`src/rtl/uart_pkg.sv`:
```
// Shared UART types and default baud divisors (16x tick at 36 MHz), common to the Rx and Tx paths.
package uart_pkg;

  typedef enum logic [1:0] {Baud48, Baud96, Baud192, Baud384} baud_e;

  typedef enum logic [2:0] {
    StIdle,
    StStart,
    StData,
    StParity,
    StStop,
    StBreak
  } rx_state_e;

  localparam int unsigned DivW   = 10;
  localparam int unsigned Div48  = 469;
  localparam int unsigned Div96  = 234;
  localparam int unsigned Div192 = 117;
  localparam int unsigned Div384 = 59;

  function automatic logic [DivW-1:0] baud_div(baud_e baud);
    logic [DivW-1:0] div;
    unique case (baud)
      Baud48:  div = DivW'(Div48);
      Baud96:  div = DivW'(Div96);
      Baud192: div = DivW'(Div192);
      Baud384: div = DivW'(Div384);
      default: div = DivW'(Div96);
    endcase
    return div;
  endfunction

endpackage

```
`src/rtl/uart_rx_if.sv`:
```
// Receiver-side bundle: serial line and baud select in, received byte and status out.
interface uart_rx_if;
  import uart_pkg::*;

  baud_e      baud_rate;
  logic       rx;
  logic [7:0] data_out;
  logic       data_valid;
  logic       frame_err;
  logic       parity_err;
  logic       busy;

  modport master (
    input  baud_rate,
    input  rx,
    output data_out,
    output data_valid,
    output frame_err,
    output parity_err,
    output busy
  );

  modport slave (
    output baud_rate,
    output rx,
    input  data_out,
    input  data_valid,
    input  frame_err,
    input  parity_err,
    input  busy
  );

endinterface

```
`src/rtl/uart_rx_tick_gen.sv`:
```
// 16x oversampling prescaler: one-cycle tick every div_i clocks, restartable via clr_i.
module uart_rx_tick_gen
  import uart_pkg::*;
(
  input  logic            clk,
  input  logic            resetn,
  input  logic            clr_i,
  input  logic [DivW-1:0] div_i,
  output logic            tick_o
);

  logic [DivW-1:0] cnt_d, cnt_q;
  logic            at_top;

  assign at_top = (cnt_q == (div_i - DivW'(1)));
  assign tick_o = at_top & ~clr_i;

  always_comb begin
    cnt_d = cnt_q + DivW'(1);
    if (clr_i || at_top) begin
      cnt_d = '0;
    end
  end

  always_ff @(posedge clk or negedge resetn) begin
    if (!resetn) begin
      cnt_q <= '0;
    end else begin
      cnt_q <= cnt_d;
    end
  end

endmodule

```
`src/rtl/uart_rx.sv`:
```
// UART receiver: 16x oversampled, start-edge re-phased, optional parity, framing/parity error flags.
module uart_rx
  import uart_pkg::*;
#(
  parameter bit          PARITY_EN  = 1'b0,
  parameter bit          PARITY_ODD = 1'b0,
  parameter int unsigned DIV48      = 469,
  parameter int unsigned DIV96      = 234,
  parameter int unsigned DIV192     = 117,
  parameter int unsigned DIV384     = 59
) (
  input logic      clk,
  input logic      resetn,
  uart_rx_if.master bus
);

  rx_state_e       state_d, state_q;
  baud_e           baud_d, baud_q;
  logic            rx_meta_q, rx_s_q, rx_prev_q;
  logic [3:0]      os_d, os_q;
  logic [2:0]      bit_cnt_d, bit_cnt_q;
  logic [7:0]      shift_d, shift_q;
  logic            par_bit_d, par_bit_q;
  logic [7:0]      data_out_d, data_out_q;
  logic            valid_d, valid_q;
  logic            frame_err_d, frame_err_q;
  logic            parity_err_d, parity_err_q;
  logic            busy_d, busy_q;
  logic [DivW-1:0] div;
  logic            fall, clr, tick, centre;

  assign fall   = rx_prev_q & ~rx_s_q;
  assign clr    = (state_q == StIdle) & fall;
  assign centre = tick & (os_q == 4'd15);

  always_comb begin
    unique case (baud_q)
      Baud48:  div = DivW'(DIV48);
      Baud96:  div = DivW'(DIV96);
      Baud192: div = DivW'(DIV192);
      Baud384: div = DivW'(DIV384);
      default: div = DivW'(DIV96);
    endcase
  end

  uart_rx_tick_gen u_tick_gen (
    .clk    (clk),
    .resetn (resetn),
    .clr_i  (clr),
    .div_i  (div),
    .tick_o (tick)
  );

  always_comb begin
    state_d      = state_q;
    baud_d       = baud_q;
    os_d         = tick ? os_q + 4'd1 : os_q;
    bit_cnt_d    = bit_cnt_q;
    shift_d      = shift_q;
    par_bit_d    = par_bit_q;
    data_out_d   = data_out_q;
    valid_d      = 1'b0;
    frame_err_d  = frame_err_q;
    parity_err_d = parity_err_q;

    unique case (state_q)
      StIdle: begin
        if (fall) begin
          baud_d  = bus.baud_rate;
          os_d    = '0;
          state_d = StStart;
        end
      end
      StStart: begin
        // Line back high at mid-start: treat as a glitch, not a frame.
        if (tick && os_q == 4'd7) begin
          if (rx_s_q) begin
            state_d = StIdle;
          end else begin
            os_d      = '0;
            bit_cnt_d = '0;
            state_d   = StData;
          end
        end
      end
      StData: begin
        if (centre) begin
          shift_d   = {rx_s_q, shift_q[7:1]};
          bit_cnt_d = bit_cnt_q + 3'd1;
          if (bit_cnt_q == 3'd7) begin
            state_d = PARITY_EN ? StParity : StStop;
          end
        end
      end
      StParity: begin
        if (centre) begin
          par_bit_d = rx_s_q;
          state_d   = StStop;
        end
      end
      StStop: begin
        // Leave at mid-stop so a following start edge is not missed.
        if (centre) begin
          data_out_d   = shift_q;
          frame_err_d  = ~rx_s_q;
          parity_err_d = PARITY_EN && ((^shift_q ^ PARITY_ODD) != par_bit_q);
          valid_d      = 1'b1;
          state_d      = rx_s_q ? StIdle : StBreak;
        end
      end
      StBreak: begin
        if (rx_s_q) begin
          state_d = StIdle;
        end
      end
      default: state_d = StIdle;
    endcase

    busy_d = (state_d != StIdle);
  end

  always_ff @(posedge clk or negedge resetn) begin
    if (!resetn) begin
      rx_meta_q    <= 1'b1;
      rx_s_q       <= 1'b1;
      rx_prev_q    <= 1'b1;
      state_q      <= StIdle;
      baud_q       <= Baud48;
      os_q         <= '0;
      bit_cnt_q    <= '0;
      shift_q      <= '0;
      par_bit_q    <= 1'b0;
      data_out_q   <= '0;
      valid_q      <= 1'b0;
      frame_err_q  <= 1'b0;
      parity_err_q <= 1'b0;
      busy_q       <= 1'b0;
    end else begin
      rx_meta_q    <= bus.rx;
      rx_s_q       <= rx_meta_q;
      rx_prev_q    <= rx_s_q;
      state_q      <= state_d;
      baud_q       <= baud_d;
      os_q         <= os_d;
      bit_cnt_q    <= bit_cnt_d;
      shift_q      <= shift_d;
      par_bit_q    <= par_bit_d;
      data_out_q   <= data_out_d;
      valid_q      <= valid_d;
      frame_err_q  <= frame_err_d;
      parity_err_q <= parity_err_d;
      busy_q       <= busy_d;
    end
  end

  assign bus.data_out   = data_out_q;
  assign bus.data_valid = valid_q;
  assign bus.frame_err  = frame_err_q;
  assign bus.parity_err = parity_err_q;
  assign bus.busy       = busy_q;

endmodule
```
`src/flat_wrapper.sv`:
```
// flat-port wrapper written by rule: the top's interface ports become plain ports
module uart_rx_flat import uart_pkg::*;
#(
  parameter bit          PARITY_EN  = 1'b0,
  parameter bit          PARITY_ODD = 1'b0,
  parameter int unsigned DIV48      = 469,
  parameter int unsigned DIV96      = 234,
  parameter int unsigned DIV192     = 117,
  parameter int unsigned DIV384     = 59
)
  (clk, resetn, bus_baud_rate, bus_rx, bus_data_out, bus_data_valid, bus_frame_err, bus_parity_err, bus_busy);
  uart_rx_if bus_i ();
  input logic clk;
  input logic resetn;
  input wire logic [$bits(bus_i.baud_rate)-1:0] bus_baud_rate;
  input wire logic [$bits(bus_i.rx)-1:0] bus_rx;
  output wire logic [$bits(bus_i.data_out)-1:0] bus_data_out;
  output wire logic [$bits(bus_i.data_valid)-1:0] bus_data_valid;
  output wire logic [$bits(bus_i.frame_err)-1:0] bus_frame_err;
  output wire logic [$bits(bus_i.parity_err)-1:0] bus_parity_err;
  output wire logic [$bits(bus_i.busy)-1:0] bus_busy;
  assign bus_i.baud_rate = bus_baud_rate;
  assign bus_i.rx = bus_rx;
  assign bus_data_out = bus_i.data_out;
  assign bus_data_valid = bus_i.data_valid;
  assign bus_frame_err = bus_i.frame_err;
  assign bus_parity_err = bus_i.parity_err;
  assign bus_busy = bus_i.busy;
  uart_rx #(.PARITY_EN(PARITY_EN), .PARITY_ODD(PARITY_ODD), .DIV48(DIV48), .DIV96(DIV96), .DIV192(DIV192), .DIV384(DIV384)) u_core (.clk(clk), .resetn(resetn), .bus(bus_i));
endmodule
```
`config.mk`:
```
export PLATFORM = sky130hd
export DESIGN_NAME = uart_rx_flat
export DESIGN_NICKNAME = d
export VERILOG_FILES = /design/src/rtl/uart_pkg.sv /design/src/rtl/uart_rx_if.sv /design/src/rtl/uart_rx_tick_gen.sv /design/src/rtl/uart_rx.sv /design/src/flat_wrapper.sv
export SDC_FILE = /design/constraint.sdc
export NUM_CORES = 1
export LEC_CHECK = 0
export ABC_AREA = 1
export CAP_MARGIN = 20
export CORE_MARGIN = 3
export CORE_UTILIZATION = 35
export CTS_CLUSTER_SIZE = 12
export DETAILED_ROUTE_END_ITERATION = 6
export GPL_TIMING_DRIVEN = 0
export SLEW_MARGIN = 20
export SYNTH_ARGS = -nofsm -noshare
export SYNTH_HDL_FRONTEND = slang
export SYNTH_SLANG_ARGS = --single-unit
```
`constraint.sdc`:
```
create_clock -name clk -period 2.3 [get_ports clk]
set_input_delay 0.23 -clock clk [delete_from_list [all_inputs] [get_ports clk]]
set_output_delay 0.23 -clock clk [all_outputs]
set_load 0.02 [all_outputs]
```
==> results.yml <==
synth:
  syn_area_um2: 2346
  synth_cell_types: 28
  async_reset_ff_share_pct: 100.0
  synth-warning-count: 0
  synth_top_area_share_pct: 43.73
  ys_ff_latch: 44
  yosysMostFrequentCell: "nand2_1"
  avgSynthCellArea_um2: 7.872
  synth_edf_count: 0
  syn_inst: 298
  ys_seq_area_share_pct: 47.09
  synth_common_cells: "nand2_1 (81), inv_1 (44), dfrtp_1 (41), nor2_1 (40), o21ai_0 (14)"
  synth.largest_area_cell: "dfrtp_1"
  synth.top_cells.by_area: "dfrtp_1 (44%), nand2_1 (13%), inv_1 (7.0%)"
  synth_ff_type: "dfrtp_1"
  syn_nets: 307
timing:
  final_hold_viol_count: 0
  period_share_pct: 90.94
  fin_hold_ws_ps: 336.0
  fmaxAchievable_mhz: 478.1
  clock_skew_ps: 9.793
  finalSetupTns_ps: 0
  setup_viol_count_final: 0
  grt_setup_unrepaired: "no"
  fin_crit_ps: 2092
  drv_slew: 0
routing:
  drtIter0Drc: 104
  drc: 0
  num_vias: 1845
  vias_per_cell: 4.613
  detail-route-antenna-nets: 0
  dr.pass1.iters: 4
  wl_mm: 4.363
  wl_per_cell_um: 10.91
clock_network:
  clockRootBuffer: "clkbuf_8"
  cts_tree: "built"
  cts_made_buffers: 5
  cts_hold_buf: 1
  cts_setup_buffers: 0
  clock_path_buffers: 2
  clk_pin_slew_worst_paths_ps: 90
  clk_latency_ps: 290
  cts.sinks: 44
  htreeDepth: 2
  cts_resized: 0
layout:
  layout-drive-gt1-share_pct: 11.76
  multi_input_area_um2: 1035
  nets: 331
  num_antenna_cells: 0
  area_growth_pct: 15.73
  final-seq-area_um2: 1105
  utilization_pct: 42.28
  fillers: 628
  stdcell_area_um2: 2715
worst_setup_path:
  startpoint_type: "register"
  r2r_start: "u_core.baud_q[1]$_DFFE_PN0P_"
  regToRegSetupSlack_ps: 210
  path_max_fanout: 10
  arrival_ps: 2280
  rr_worst_depth: 11
  cp.required_ps: 2490
  reg2reg_to: "u_core.bus.data_out[4]$_DFFE_PN0P_"
  crit_type: "register to register"
  crit_path_end_kind: "register"
global_route:
  grt_usage_pct: 12.66
  overflow: 0
  grt_pass1_wl_mm: 7.928
  grt_max_degree: 32
  first_global_vias: 1802
  antenna_found_initial: 0
run:
  max_cap_viol_count: 0
floorplanning:
  start_util_pct: 36.53
  die_area_um2: 7721
  row_count: 29
  ios: 17
  fp.coreArea_um2: 6422
  fp.dieW_um: 87.87
  die_height_um: 87.87
placed_design:
  hpwl_mm: 3.296
  place_congestion: 0.8351
  placed_cell_area_um2: 2608
  portBuffers: 15
hold_path:
  min_to: "u_core.rx_meta_q$_DFF_PN1_"
  hp-class: "input port to register"
  min_path_cells: 1
  hp-start: "bus_rx"
pwr:
  vdd_drop_max_mv: 0.2732
  leakagePower_nw: 1.348
  power_density_nw_per_um2: 782.1
  finalPower_mw: 2.123
status:
  status: "complete, no violations"
==> cell families after synthesis <==
kind of cell    count (synthesis)  share of synthesized area, %
other cells                     1                        0.1598
simple gates                  159                         30.35
xor+xnor                        7                         2.613
compound gates                 34                         8.854
fa+ha+maj                       4                         2.133
buf+inv                        49                         8.800
flops                          44                         47.09
==> worst max-delay path, cell delays in order, from the launching register on <==
cell and delay, ps:
dfrtp_1 480, inv_2 140, nand2_1 80, nand2_1 100, nand2_1 70, nor2_2 70, nand2_1 90, nor2_4 160
nand3_2 130, nor3_4 380, buf_8 210, o21ai_2 60
==> layout make-up <==
cell class	instances	share of cell area, %
Clock buffer	6	3.041
Timing Repair Buffer	17	6.452
Multi-Input combinational cell	205	38.11
Tap cell	77	3.548
Inverter	45	6.221
Sequential cell	44	40.69
Clock inverter	2	0.5530
Buffer	4	1.382
==> layout by cell type (no fill, tap or decap), types with 2 or more instances in the layout <==
cell type / count
ha_1: 4
nand4_1: 6
nor2_2: 3
nand3_2: 2
o21ai_0: 14
o21ai_2: 9
a21oi_1: 8
buf_4: 3
xor2_1: 5
nor3b_1: 4
nand2_2: 3
nand2_1: 81
nand3_1: 12
clkinvlp_4: 2
xnor2_1: 2
clkdlybuf4s50_1: 14
clkbuf_8: 6
inv_1: 44
nor2_1: 40
nor3_1: 5
dfstp_2: 3
dfrtp_1: 41
==> registers in the layout (all words and copies together), names as in the netlist <==
name                     cells
u_core.rx_s_q                1
u_core.state_q               3
u_core.rx_meta_q             1
u_core.bus.data_valid        1
u_core.shift_q               8
u_core.bus.frame_err         1
u_core.rx_prev_q             1
u_core.bus.data_out          8
u_core.u_tick_gen.cnt_q     10
u_core.bit_cnt_q             3
u_core.baud_q                2
u_core.bus.busy              1
u_core.os_q                  4
==> worst max-delay path by stage <==
stage	slack [ps]	cells after the start	endpoint	start
5_1_grt	7	13	u_core.bus.busy$_DFF_PN0_	u_core.baud_q[1]$_DFFE_PN0P_
4_1_cts	170	11	u_core.bus.data_out[5]$_DFFE_PN0P_	u_core.baud_q[1]$_DFFE_PN0P_
3_5_place_dp	180	11	u_core.bus.data_out[4]$_DFFE_PN0P_	u_core.baud_q[1]$_DFFE_PN0P_
2_1_floorplan	550	10	u_core.bus.data_out[6]$_DFFE_PN0P_	u_core.baud_q[0]$_DFFE_PN0P_
6_report	210	11	u_core.bus.data_out[4]$_DFFE_PN0P_	u_core.baud_q[1]$_DFFE_PN0P_
3_3_place_gp	-270	1	u_core.bus.busy$_DFF_PN0_	resetn
==> through the flow <==
stage	worst slack, ps	cells
floorplan	547.5	298
global placement	-265.0	390
detailed placement	176.8	391
CTS	165.1	400
global route	7.178	400
finish	208.3	400
==> metal layers <==
layer  vias up  GRT usage (%)  routed length [um]
met5         -              0                   0
met4         0          3.347                  48
met3         5          1.976                  94
met2        16          20.68                1946
met1       846          17.50                2273
li1        978              -                   -
==> where the power goes <==
group / internal, mW / leakage, nW / total, mW / switching, mW
logic: 0.241 / 0.723 / 0.645 / 0.404
clock network: 0.243 / 0.0434 / 0.513 / 0.270
registers: 0.861 / 0.581 / 0.965 / 0.104
total: 1.35 / 1.35 / 2.12 / 0.778
Note: power is estimated with default switching activity, not from simulation.
